$ cat src/rtl/i2c_xfer_ctrl_pkg.sv
// Shared definitions for the I2C transfer sequencer: core command codes,
// sequencer states and the state decode helpers used for registered outputs.
package i2c_xfer_ctrl_pkg;

    localparam int I2C_XFER_LEN_WIDTH = 8;

    localparam logic [1:0] I2C_CMD_START = 2'd0;
    localparam logic [1:0] I2C_CMD_STOP  = 2'd1;
    localparam logic [1:0] I2C_CMD_WRITE = 2'd2;
    localparam logic [1:0] I2C_CMD_READ  = 2'd3;

    typedef enum logic [2:0] {
        XFER_IDLE    = 3'd0,
        XFER_START   = 3'd1,
        XFER_ADDR    = 3'd2,
        XFER_WAIT_TX = 3'd3,
        XFER_WDATA   = 3'd4,
        XFER_RDATA   = 3'd5,
        XFER_PUSH_RX = 3'd6,
        XFER_STOP    = 3'd7
    } i2c_xfer_state_e;

    function automatic logic state_has_cmd(input i2c_xfer_state_e s);
        case (s)
            XFER_START, XFER_ADDR, XFER_WDATA, XFER_RDATA, XFER_STOP: return 1'b1;
            default:                                                  return 1'b0;
        endcase
    endfunction

    // Non-command states decode to 0 so an idle bus shows an all-zero command.
    function automatic logic [1:0] state_cmd(input i2c_xfer_state_e s);
        case (s)
            XFER_ADDR, XFER_WDATA: return I2C_CMD_WRITE;
            XFER_RDATA:            return I2C_CMD_READ;
            XFER_STOP:             return I2C_CMD_STOP;
            default:               return I2C_CMD_START;
        endcase
    endfunction

endpackage

$ cat src/rtl/i2c_xfer_ctrl_if.sv
// Bundle of the register-layer, FIFO and byte-core signals around the sequencer.
// The master modport is the sequencer itself; slave is its environment.
interface i2c_xfer_ctrl_if
    import i2c_xfer_ctrl_pkg::*;
#(
    parameter int LEN_WIDTH = I2C_XFER_LEN_WIDTH
);
    logic                 start_i;
    logic                 abort_i;
    logic [6:0]           addr_i;
    logic                 rw_i;
    logic [LEN_WIDTH-1:0] len_i;
    logic                 busy_o;
    logic                 done_o;
    logic                 nack_o;
    logic [7:0]           tx_data_i;
    logic                 tx_valid_i;
    logic                 tx_ready_o;
    logic [7:0]           rx_data_o;
    logic                 rx_valid_o;
    logic                 rx_ready_i;
    logic                 cmd_valid_o;
    logic [1:0]           cmd_o;
    logic [7:0]           cmd_data_o;
    logic                 cmd_ack_o;
    logic                 core_done_i;
    logic [7:0]           core_rxd_i;
    logic                 core_rxack_i;

    modport master (
        input  start_i, abort_i, addr_i, rw_i, len_i,
        input  tx_data_i, tx_valid_i, rx_ready_i,
        input  core_done_i, core_rxd_i, core_rxack_i,
        output busy_o, done_o, nack_o, tx_ready_o, rx_data_o, rx_valid_o,
        output cmd_valid_o, cmd_o, cmd_data_o, cmd_ack_o
    );

    modport slave (
        output start_i, abort_i, addr_i, rw_i, len_i,
        output tx_data_i, tx_valid_i, rx_ready_i,
        output core_done_i, core_rxd_i, core_rxack_i,
        input  busy_o, done_o, nack_o, tx_ready_o, rx_data_o, rx_valid_o,
        input  cmd_valid_o, cmd_o, cmd_data_o, cmd_ack_o
    );
endinterface

$ cat src/rtl/i2c_xfer_ctrl.sv
// I2C transfer sequencer: turns one descriptor into START, address, data bytes
// and STOP commands for the byte core, moving data between the FIFOs and core.
module i2c_xfer_ctrl
    import i2c_xfer_ctrl_pkg::*;
#(
    parameter int LEN_WIDTH = I2C_XFER_LEN_WIDTH
)
(
    input  logic            clk_i,
    input  logic            rst_n_i,
    i2c_xfer_ctrl_if.master bus
);

    i2c_xfer_state_e      state_r, state_nxt;
    logic [LEN_WIDTH-1:0] cnt_r, cnt_nxt, cnt_dec_s;
    logic [6:0]           addr_r, addr_nxt;
    logic                 rw_r, rw_nxt;
    logic                 nack_flag_r, nack_flag_nxt;
    logic                 abort_flag_r, abort_flag_nxt;
    logic                 busy_r, busy_nxt;
    logic                 done_r, done_nxt;
    logic                 nack_r, nack_nxt;
    logic                 cmd_valid_r;
    logic [1:0]           cmd_r;
    logic [7:0]           cmd_data_r, cmd_data_nxt;
    logic                 cmd_ack_r;
    logic [7:0]           rx_data_r, rx_data_nxt;
    logic                 rx_valid_r;
    logic                 core_done_s;
    logic                 abort_any_s;
    logic                 cnt_zero_s;
    logic                 cnt_dec_zero_s;

    // Core completions only count while a command is actually being presented.
    assign core_done_s    = bus.core_done_i & cmd_valid_r;
    assign abort_any_s    = abort_flag_r | bus.abort_i;
    assign cnt_zero_s     = (cnt_r == {LEN_WIDTH{1'b0}});
    assign cnt_dec_s      = cnt_zero_s ? cnt_r : (cnt_r - LEN_WIDTH'(1));
    assign cnt_dec_zero_s = (cnt_dec_s == {LEN_WIDTH{1'b0}});

    assign bus.tx_ready_o  = (state_r == XFER_WAIT_TX) & bus.tx_valid_i & ~bus.abort_i;
    assign bus.busy_o      = busy_r;
    assign bus.done_o      = done_r;
    assign bus.nack_o      = nack_r;
    assign bus.cmd_valid_o = cmd_valid_r;
    assign bus.cmd_o       = cmd_r;
    assign bus.cmd_data_o  = cmd_data_r;
    assign bus.cmd_ack_o   = cmd_ack_r;
    assign bus.rx_data_o   = rx_data_r;
    assign bus.rx_valid_o  = rx_valid_r;

    // Next-state, counter, flag and data-latch decisions for the sequencer.
    always_comb begin
        state_nxt      = state_r;
        cnt_nxt        = cnt_r;
        addr_nxt       = addr_r;
        rw_nxt         = rw_r;
        nack_flag_nxt  = nack_flag_r;
        abort_flag_nxt = abort_flag_r;
        busy_nxt       = busy_r;
        done_nxt       = 1'b0;
        nack_nxt       = 1'b0;
        cmd_data_nxt   = cmd_data_r;
        rx_data_nxt    = rx_data_r;
        case (state_r)
            XFER_IDLE: begin
                // The done cycle still belongs to the finished transfer.
                if (bus.start_i && !done_r) begin
                    addr_nxt       = bus.addr_i;
                    rw_nxt         = bus.rw_i;
                    cnt_nxt        = bus.len_i;
                    nack_flag_nxt  = 1'b0;
                    abort_flag_nxt = 1'b0;
                    busy_nxt       = 1'b1;
                    state_nxt      = XFER_START;
                end else begin
                    state_nxt = XFER_IDLE;
                end
            end
            XFER_START: begin
                abort_flag_nxt = abort_any_s;
                if (core_done_s) begin
                    cmd_data_nxt = {addr_r, rw_r};
                    state_nxt    = XFER_ADDR;
                end else begin
                    state_nxt = XFER_START;
                end
            end
            XFER_ADDR: begin
                abort_flag_nxt = abort_any_s;
                if (core_done_s) begin
                    if (bus.core_rxack_i) begin
                        nack_flag_nxt = 1'b1;
                        state_nxt     = XFER_STOP;
                    end else if (cnt_zero_s || abort_any_s) begin
                        state_nxt = XFER_STOP;
                    end else if (rw_r) begin
                        state_nxt = XFER_RDATA;
                    end else begin
                        state_nxt = XFER_WAIT_TX;
                    end
                end else begin
                    state_nxt = XFER_ADDR;
                end
            end
            XFER_WAIT_TX: begin
                if (bus.abort_i) begin
                    state_nxt = XFER_STOP;
                end else if (bus.tx_valid_i) begin
                    cmd_data_nxt = bus.tx_data_i;
                    state_nxt    = XFER_WDATA;
                end else begin
                    state_nxt = XFER_WAIT_TX;
                end
            end
            XFER_WDATA: begin
                abort_flag_nxt = abort_any_s;
                if (core_done_s) begin
                    cnt_nxt = cnt_dec_s;
                    if (bus.core_rxack_i) begin
                        nack_flag_nxt = 1'b1;
                        state_nxt     = XFER_STOP;
                    end else if (cnt_dec_zero_s || abort_any_s) begin
                        state_nxt = XFER_STOP;
                    end else begin
                        state_nxt = XFER_WAIT_TX;
                    end
                end else begin
                    state_nxt = XFER_WDATA;
                end
            end
            XFER_RDATA: begin
                abort_flag_nxt = abort_any_s;
                if (core_done_s) begin
                    rx_data_nxt = bus.core_rxd_i;
                    state_nxt   = XFER_PUSH_RX;
                end else begin
                    state_nxt = XFER_RDATA;
                end
            end
            XFER_PUSH_RX: begin
                if (bus.abort_i) begin
                    state_nxt = XFER_STOP;
                end else if (bus.rx_ready_i) begin
                    cnt_nxt = cnt_dec_s;
                    if (cnt_dec_zero_s || abort_flag_r) begin
                        state_nxt = XFER_STOP;
                    end else begin
                        state_nxt = XFER_RDATA;
                    end
                end else begin
                    state_nxt = XFER_PUSH_RX;
                end
            end
            XFER_STOP: begin
                if (core_done_s) begin
                    done_nxt  = 1'b1;
                    nack_nxt  = nack_flag_r;
                    busy_nxt  = 1'b0;
                    state_nxt = XFER_IDLE;
                end else begin
                    state_nxt = XFER_STOP;
                end
            end
            default: begin
                busy_nxt  = 1'b0;
                state_nxt = XFER_IDLE;
            end
        endcase
    end

    // State and output registers; command outputs decode the upcoming state.
    always_ff @(posedge clk_i) begin
        if (!rst_n_i) begin
            state_r      <= XFER_IDLE;
            cnt_r        <= {LEN_WIDTH{1'b0}};
            addr_r       <= 7'd0;
            rw_r         <= 1'b0;
            nack_flag_r  <= 1'b0;
            abort_flag_r <= 1'b0;
            busy_r       <= 1'b0;
            done_r       <= 1'b0;
            nack_r       <= 1'b0;
            cmd_valid_r  <= 1'b0;
            cmd_r        <= 2'd0;
            cmd_data_r   <= 8'd0;
            cmd_ack_r    <= 1'b0;
            rx_data_r    <= 8'd0;
            rx_valid_r   <= 1'b0;
        end else begin
            state_r      <= state_nxt;
            cnt_r        <= cnt_nxt;
            addr_r       <= addr_nxt;
            rw_r         <= rw_nxt;
            nack_flag_r  <= nack_flag_nxt;
            abort_flag_r <= abort_flag_nxt;
            busy_r       <= busy_nxt;
            done_r       <= done_nxt;
            nack_r       <= nack_nxt;
            cmd_valid_r  <= state_has_cmd(state_nxt);
            cmd_r        <= state_cmd(state_nxt);
            cmd_data_r   <= cmd_data_nxt;
            cmd_ack_r    <= (state_nxt == XFER_RDATA) && (cnt_nxt == LEN_WIDTH'(1));
            rx_data_r    <= rx_data_nxt;
            rx_valid_r   <= (state_nxt == XFER_PUSH_RX);
        end
    end

endmodule

$ cat src/flat_wrapper.sv
// flat-port wrapper written by rule: the top's interface ports become plain ports
module i2c_xfer_ctrl_flat import i2c_xfer_ctrl_pkg::*;
#(
    parameter int LEN_WIDTH = I2C_XFER_LEN_WIDTH
)
  (clk_i, rst_n_i, bus_start_i, bus_abort_i, bus_addr_i, bus_rw_i, bus_len_i, bus_tx_data_i, bus_tx_valid_i, bus_rx_ready_i, bus_core_done_i, bus_core_rxd_i, bus_core_rxack_i, bus_busy_o, bus_done_o, bus_nack_o, bus_tx_ready_o, bus_rx_data_o, bus_rx_valid_o, bus_cmd_valid_o, bus_cmd_o, bus_cmd_data_o, bus_cmd_ack_o);
  i2c_xfer_ctrl_if #(.LEN_WIDTH(LEN_WIDTH)) bus_i ();
  input  logic clk_i;
  input  logic rst_n_i;
  input wire logic [$bits(bus_i.start_i)-1:0] bus_start_i;
  input wire logic [$bits(bus_i.abort_i)-1:0] bus_abort_i;
  input wire logic [$bits(bus_i.addr_i)-1:0] bus_addr_i;
  input wire logic [$bits(bus_i.rw_i)-1:0] bus_rw_i;
  input wire logic [$bits(bus_i.len_i)-1:0] bus_len_i;
  input wire logic [$bits(bus_i.tx_data_i)-1:0] bus_tx_data_i;
  input wire logic [$bits(bus_i.tx_valid_i)-1:0] bus_tx_valid_i;
  input wire logic [$bits(bus_i.rx_ready_i)-1:0] bus_rx_ready_i;
  input wire logic [$bits(bus_i.core_done_i)-1:0] bus_core_done_i;
  input wire logic [$bits(bus_i.core_rxd_i)-1:0] bus_core_rxd_i;
  input wire logic [$bits(bus_i.core_rxack_i)-1:0] bus_core_rxack_i;
  output wire logic [$bits(bus_i.busy_o)-1:0] bus_busy_o;
  output wire logic [$bits(bus_i.done_o)-1:0] bus_done_o;
  output wire logic [$bits(bus_i.nack_o)-1:0] bus_nack_o;
  output wire logic [$bits(bus_i.tx_ready_o)-1:0] bus_tx_ready_o;
  output wire logic [$bits(bus_i.rx_data_o)-1:0] bus_rx_data_o;
  output wire logic [$bits(bus_i.rx_valid_o)-1:0] bus_rx_valid_o;
  output wire logic [$bits(bus_i.cmd_valid_o)-1:0] bus_cmd_valid_o;
  output wire logic [$bits(bus_i.cmd_o)-1:0] bus_cmd_o;
  output wire logic [$bits(bus_i.cmd_data_o)-1:0] bus_cmd_data_o;
  output wire logic [$bits(bus_i.cmd_ack_o)-1:0] bus_cmd_ack_o;
  assign bus_i.start_i = bus_start_i;
  assign bus_i.abort_i = bus_abort_i;
  assign bus_i.addr_i = bus_addr_i;
  assign bus_i.rw_i = bus_rw_i;
  assign bus_i.len_i = bus_len_i;
  assign bus_i.tx_data_i = bus_tx_data_i;
  assign bus_i.tx_valid_i = bus_tx_valid_i;
  assign bus_i.rx_ready_i = bus_rx_ready_i;
  assign bus_i.core_done_i = bus_core_done_i;
  assign bus_i.core_rxd_i = bus_core_rxd_i;
  assign bus_i.core_rxack_i = bus_core_rxack_i;
  assign bus_busy_o = bus_i.busy_o;
  assign bus_done_o = bus_i.done_o;
  assign bus_nack_o = bus_i.nack_o;
  assign bus_tx_ready_o = bus_i.tx_ready_o;
  assign bus_rx_data_o = bus_i.rx_data_o;
  assign bus_rx_valid_o = bus_i.rx_valid_o;
  assign bus_cmd_valid_o = bus_i.cmd_valid_o;
  assign bus_cmd_o = bus_i.cmd_o;
  assign bus_cmd_data_o = bus_i.cmd_data_o;
  assign bus_cmd_ack_o = bus_i.cmd_ack_o;
  i2c_xfer_ctrl #(.LEN_WIDTH(LEN_WIDTH)) u_core (.clk_i(clk_i), .rst_n_i(rst_n_i), .bus(bus_i));
endmodule
$ cat config.mk
export PLATFORM = sky130hd
export DESIGN_NAME = i2c_xfer_ctrl_flat
export DESIGN_NICKNAME = d
export VERILOG_FILES = /design/src/rtl/i2c_xfer_ctrl_pkg.sv /design/src/rtl/i2c_xfer_ctrl_if.sv /design/src/rtl/i2c_xfer_ctrl.sv /design/src/flat_wrapper.sv
export SDC_FILE = /design/constraint.sdc
export NUM_CORES = 1
export LEC_CHECK = 0
export ABC_AREA = 1
export CORE_AREA = 3 3 61 86
export DETAILED_ROUTE_END_ITERATION = 7
export DIE_AREA = 0 0 64 89
export GPL_ROUTABILITY_DRIVEN = 0
export PLACE_DENSITY = 0.83
export SLEW_MARGIN = 20
export SYNTH_ARGS = -nofsm -noshare
export SYNTH_HDL_FRONTEND = slang
export SYNTH_SLANG_ARGS = --single-unit
$ cat constraint.sdc
create_clock -name clk_i -period 3.2 [get_ports clk_i]
set_input_delay 0.64 -clock clk_i [delete_from_list [all_inputs] [get_ports clk_i]]
set_output_delay 0.64 -clock clk_i [all_outputs]
set_load 0.02 [all_outputs]
==> run summary <==
Worst Hold Path Cells: 2
Ant. Diodes: 0
fillers: 393
Net Sw Power: 0.000445 W
DRT antenna net count: 0
synthesis-stage register bit count: 45
clk_lat worst skew: 290 ps
total number of vias: 2,499
status: complete, no violations
pre-CTS WS: 446 ps
Synth cell types: 40
first-pass GRT wire length: 10.4 mm
Fin. Hold Viols: 0
drt drc: 0
hold_buf cts: 0
worst hold endpoint: u_core.bus.cmd_data_o[1]
Seq/Total Area, Yosys: 38.9%
fin. max-slew vios: 0
Synth Instances: 343
initial antenna violation count: 0
min-delay src: u_core.addr_r[0]
WP data required: 2560 ps
clk_skew: 2.65 ps
IO Count: 65
total wire length: 6.00 mm
TritonCTS clock tree: done
die height: 89 um
Max VDD drop: 0.333 mV
largest net degree at the start of global routing: 26
Tmin final: 2800 ps
post-route cell area: 0.00312 mm^2
Yosys warnings: 0
postcts setup bufs: 0
R2R Path Start: u_core.cnt_r[1]
Sink Count: 45
Post-DP HPWL: 4.64 mm
Num CTS Buffers: 5
Slew headroom: 67.6%
Worst Tran Pin Value: 486 ps
Clock power frac: 26.5%
FMAX: 357 MHz
Clock transition at path regs: 80 ps
DP Cell Count: 466
switching fraction of total power: 32.3%
TritonRoute pass-1 iters: 5
post-CTS sizing: 0
post-route setup slack: 398 ps
maxcap violations: 0
flop2flop setup slack: 1150 ps
initial core utilization: 51.0%
fin cells: 474
grt ovf: 0
Worst Hold Class: register to register
Final period util: 87.5%
Final Power: 0.00138 W
Critical Path Source Type: input pin
leakage: 1.39 nW
critical setup path kind: input pin to primary output
Worst Setup End Kind: primary output
Synth Net Count: 385
r2r worst-path depth: 16
H-tree depth: 2
total track usage: 22.4%
Internal: 0.000932 W
average size of a mapped cell: 6.75 um^2
Die Width: 64 um
pwr dens: 441 mW/mm^2
combinational power share: 28.1%
Reg power frac: 45.5%
FP Rows: 29
synthesis-to-finish area growth: 35.0%
worst-path maximum fanout: 5
DRT iter0 DRCs: 199
mean number of vias per cell: 5.27
setup TNS: 0 ps
CP arrival: 2160 ps
IO Port Bufs: 64
Die ar.: 0.00570 mm^2
Worst R2R End: u_core.bus.cmd_valid_o
WL/cell: 12.7 um
layout cells sized above 1: 8.74%
placed inst area: 0.00303 mm^2
setup violators final: 0
CTS Buffer Depth: 2
final net count: 453
number of global-route vias before repair: 2,449
RSZ-0062 raised after global routing: no
root buf cell: clkbuf_8
mapped cell area: 0.00231 mm^2
Core Area: 0.00454 mm^2
## metal layers
layer  vias to the layer above  track usage [%]  wire length, um
met4                         0             12.8              224
met3                        23             4.03              389
met1                      1130             24.0             2300
met5                         -                0                0
met2                       101             41.2             3090
li1                       1245                -                -
## worst max path at each step
stage / startpoint / slack, ps / to / cells past startpoint
5_1_grt: bus_abort_i / 350 / bus_tx_ready_o / 3
3_3_place_gp: bus_abort_i / 520 / bus_tx_ready_o / 3
6_report: bus_abort_i / 400 / bus_tx_ready_o / 3
3_5_place_dp: bus_abort_i / 450 / bus_tx_ready_o / 3
4_1_cts: bus_abort_i / 430 / bus_tx_ready_o / 3
2_1_floorplan: bus_tx_valid_i / 1310 / u_core.bus.cmd_data_o[7] / 7
## area by class of cell
class	count	area, um^2	share of cell area, %
inverters	46	173	5.53
well taps	62	77.6	2.48
clock inverters	2	13.8	0.441
repair buffers	69	678	21.7
multi-input cells	244	1200	38.4
clock buffers	6	82.6	2.64
flip-flops and latches	45	901	28.8
## placed cells by master (no fill, tap or decap), drive strengths merged, types with 2 or more instances in the layout
cell,n
nor3,6
a21oi,12
clkbuf,6
nand3,21
or2,3
nand4,3
nand2,67
clkinv,3
inv,45
ha,2
o21ai,38
a31oi,9
a221oi,2
dfxtp,45
buf,5
nor2,70
clkdlybuf4s50,64
## worst max-delay path, stage by stage
cell             delay [ps]
clkdlybuf4s50_1         500
nor3_1                  350
clkdlybuf4s50_1         670
## power by group through the flow
stage | logic (W) | clock network (W) | registers [W]
2_1_floorplan | 0.000241 | 0 | 0.000644
3_3_place_gp | 0.000375 | 0 | 0.000638
3_5_place_dp | 0.000382 | 0 | 0.000638
4_1_cts | 0.000385 | 0.000373 | 0.000626
5_1_grt | 0.000438 | 0.000396 | 0.000631
6_report | 0.000386 | 0.000364 | 0.000626
## cell families (layout without fill, tap and decap cells)
logic type               count (synthesis)  after routing  synth area share [%]
flip-flops                              45             45                  38.9
AND/OR/NAND/NOR                        174            174                  33.4
buffers and inverters                   54            123                  9.30
AO/OA/AOI/OAI                           67             67                  16.9
XOR/XNOR                                 1              1                 0.378
adder cells (fa/ha/maj)                  2              2                  1.08
## stage by stage
step                      utilization, %  hold slack, ps
after floorplan                        -             452
after global placement              66.8             459
after detailed placement            66.8             469
after CTS                           68.9             480
after global routing                68.9             495
final                               68.9             480
## flip-flops by register name, summed over array words and instances (netlist names)
name,cells
u_core.bus.rx_data_o,8
u_core.bus.done_o,1
u_core.addr_r,7
u_core.cnt_r,8
u_core.bus.nack_o,1
u_core.nack_flag_r,1
u_core.bus.rx_valid_o,1
u_core.abort_flag_r,1
u_core.rw_r,1
u_core.bus.cmd_valid_o,1
u_core.state_r,3
u_core.bus.cmd_ack_o,1
u_core.bus.cmd_o,2
u_core.bus.cmd_data_o,8
u_core.bus.busy_o,1
## synth_stat cells (all sizes together)
library cell | number | area, um^2
a211oi | 1 | 7.51
buf | 5 | 30.0
nor4 | 1 | 6.26
nor3b | 1 | 18.8
nand3 | 21 | 120
o21ai | 38 | 194
or2 | 3 | 18.8
clkbuf | 3 | 12.5
nand4 | 3 | 18.8
nor3 | 6 | 30.0
and2 | 1 | 6.26
nor2 | 70 | 280
xor2 | 1 | 8.76
clkinv | 1 | 3.75
ha | 2 | 25.0
dfxtp | 45 | 901
o2111ai | 1 | 8.76
o22ai | 1 | 6.26
a31oi | 9 | 56.3
nand2 | 67 | 267
o31ai | 1 | 7.51
a21boi | 1 | 7.51
o221ai | 1 | 8.76
nand3b | 1 | 7.51
a21oi | 12 | 71.3
inv | 45 | 169
a221oi | 2 | 23.8
(Power assumes the default switching activity.)
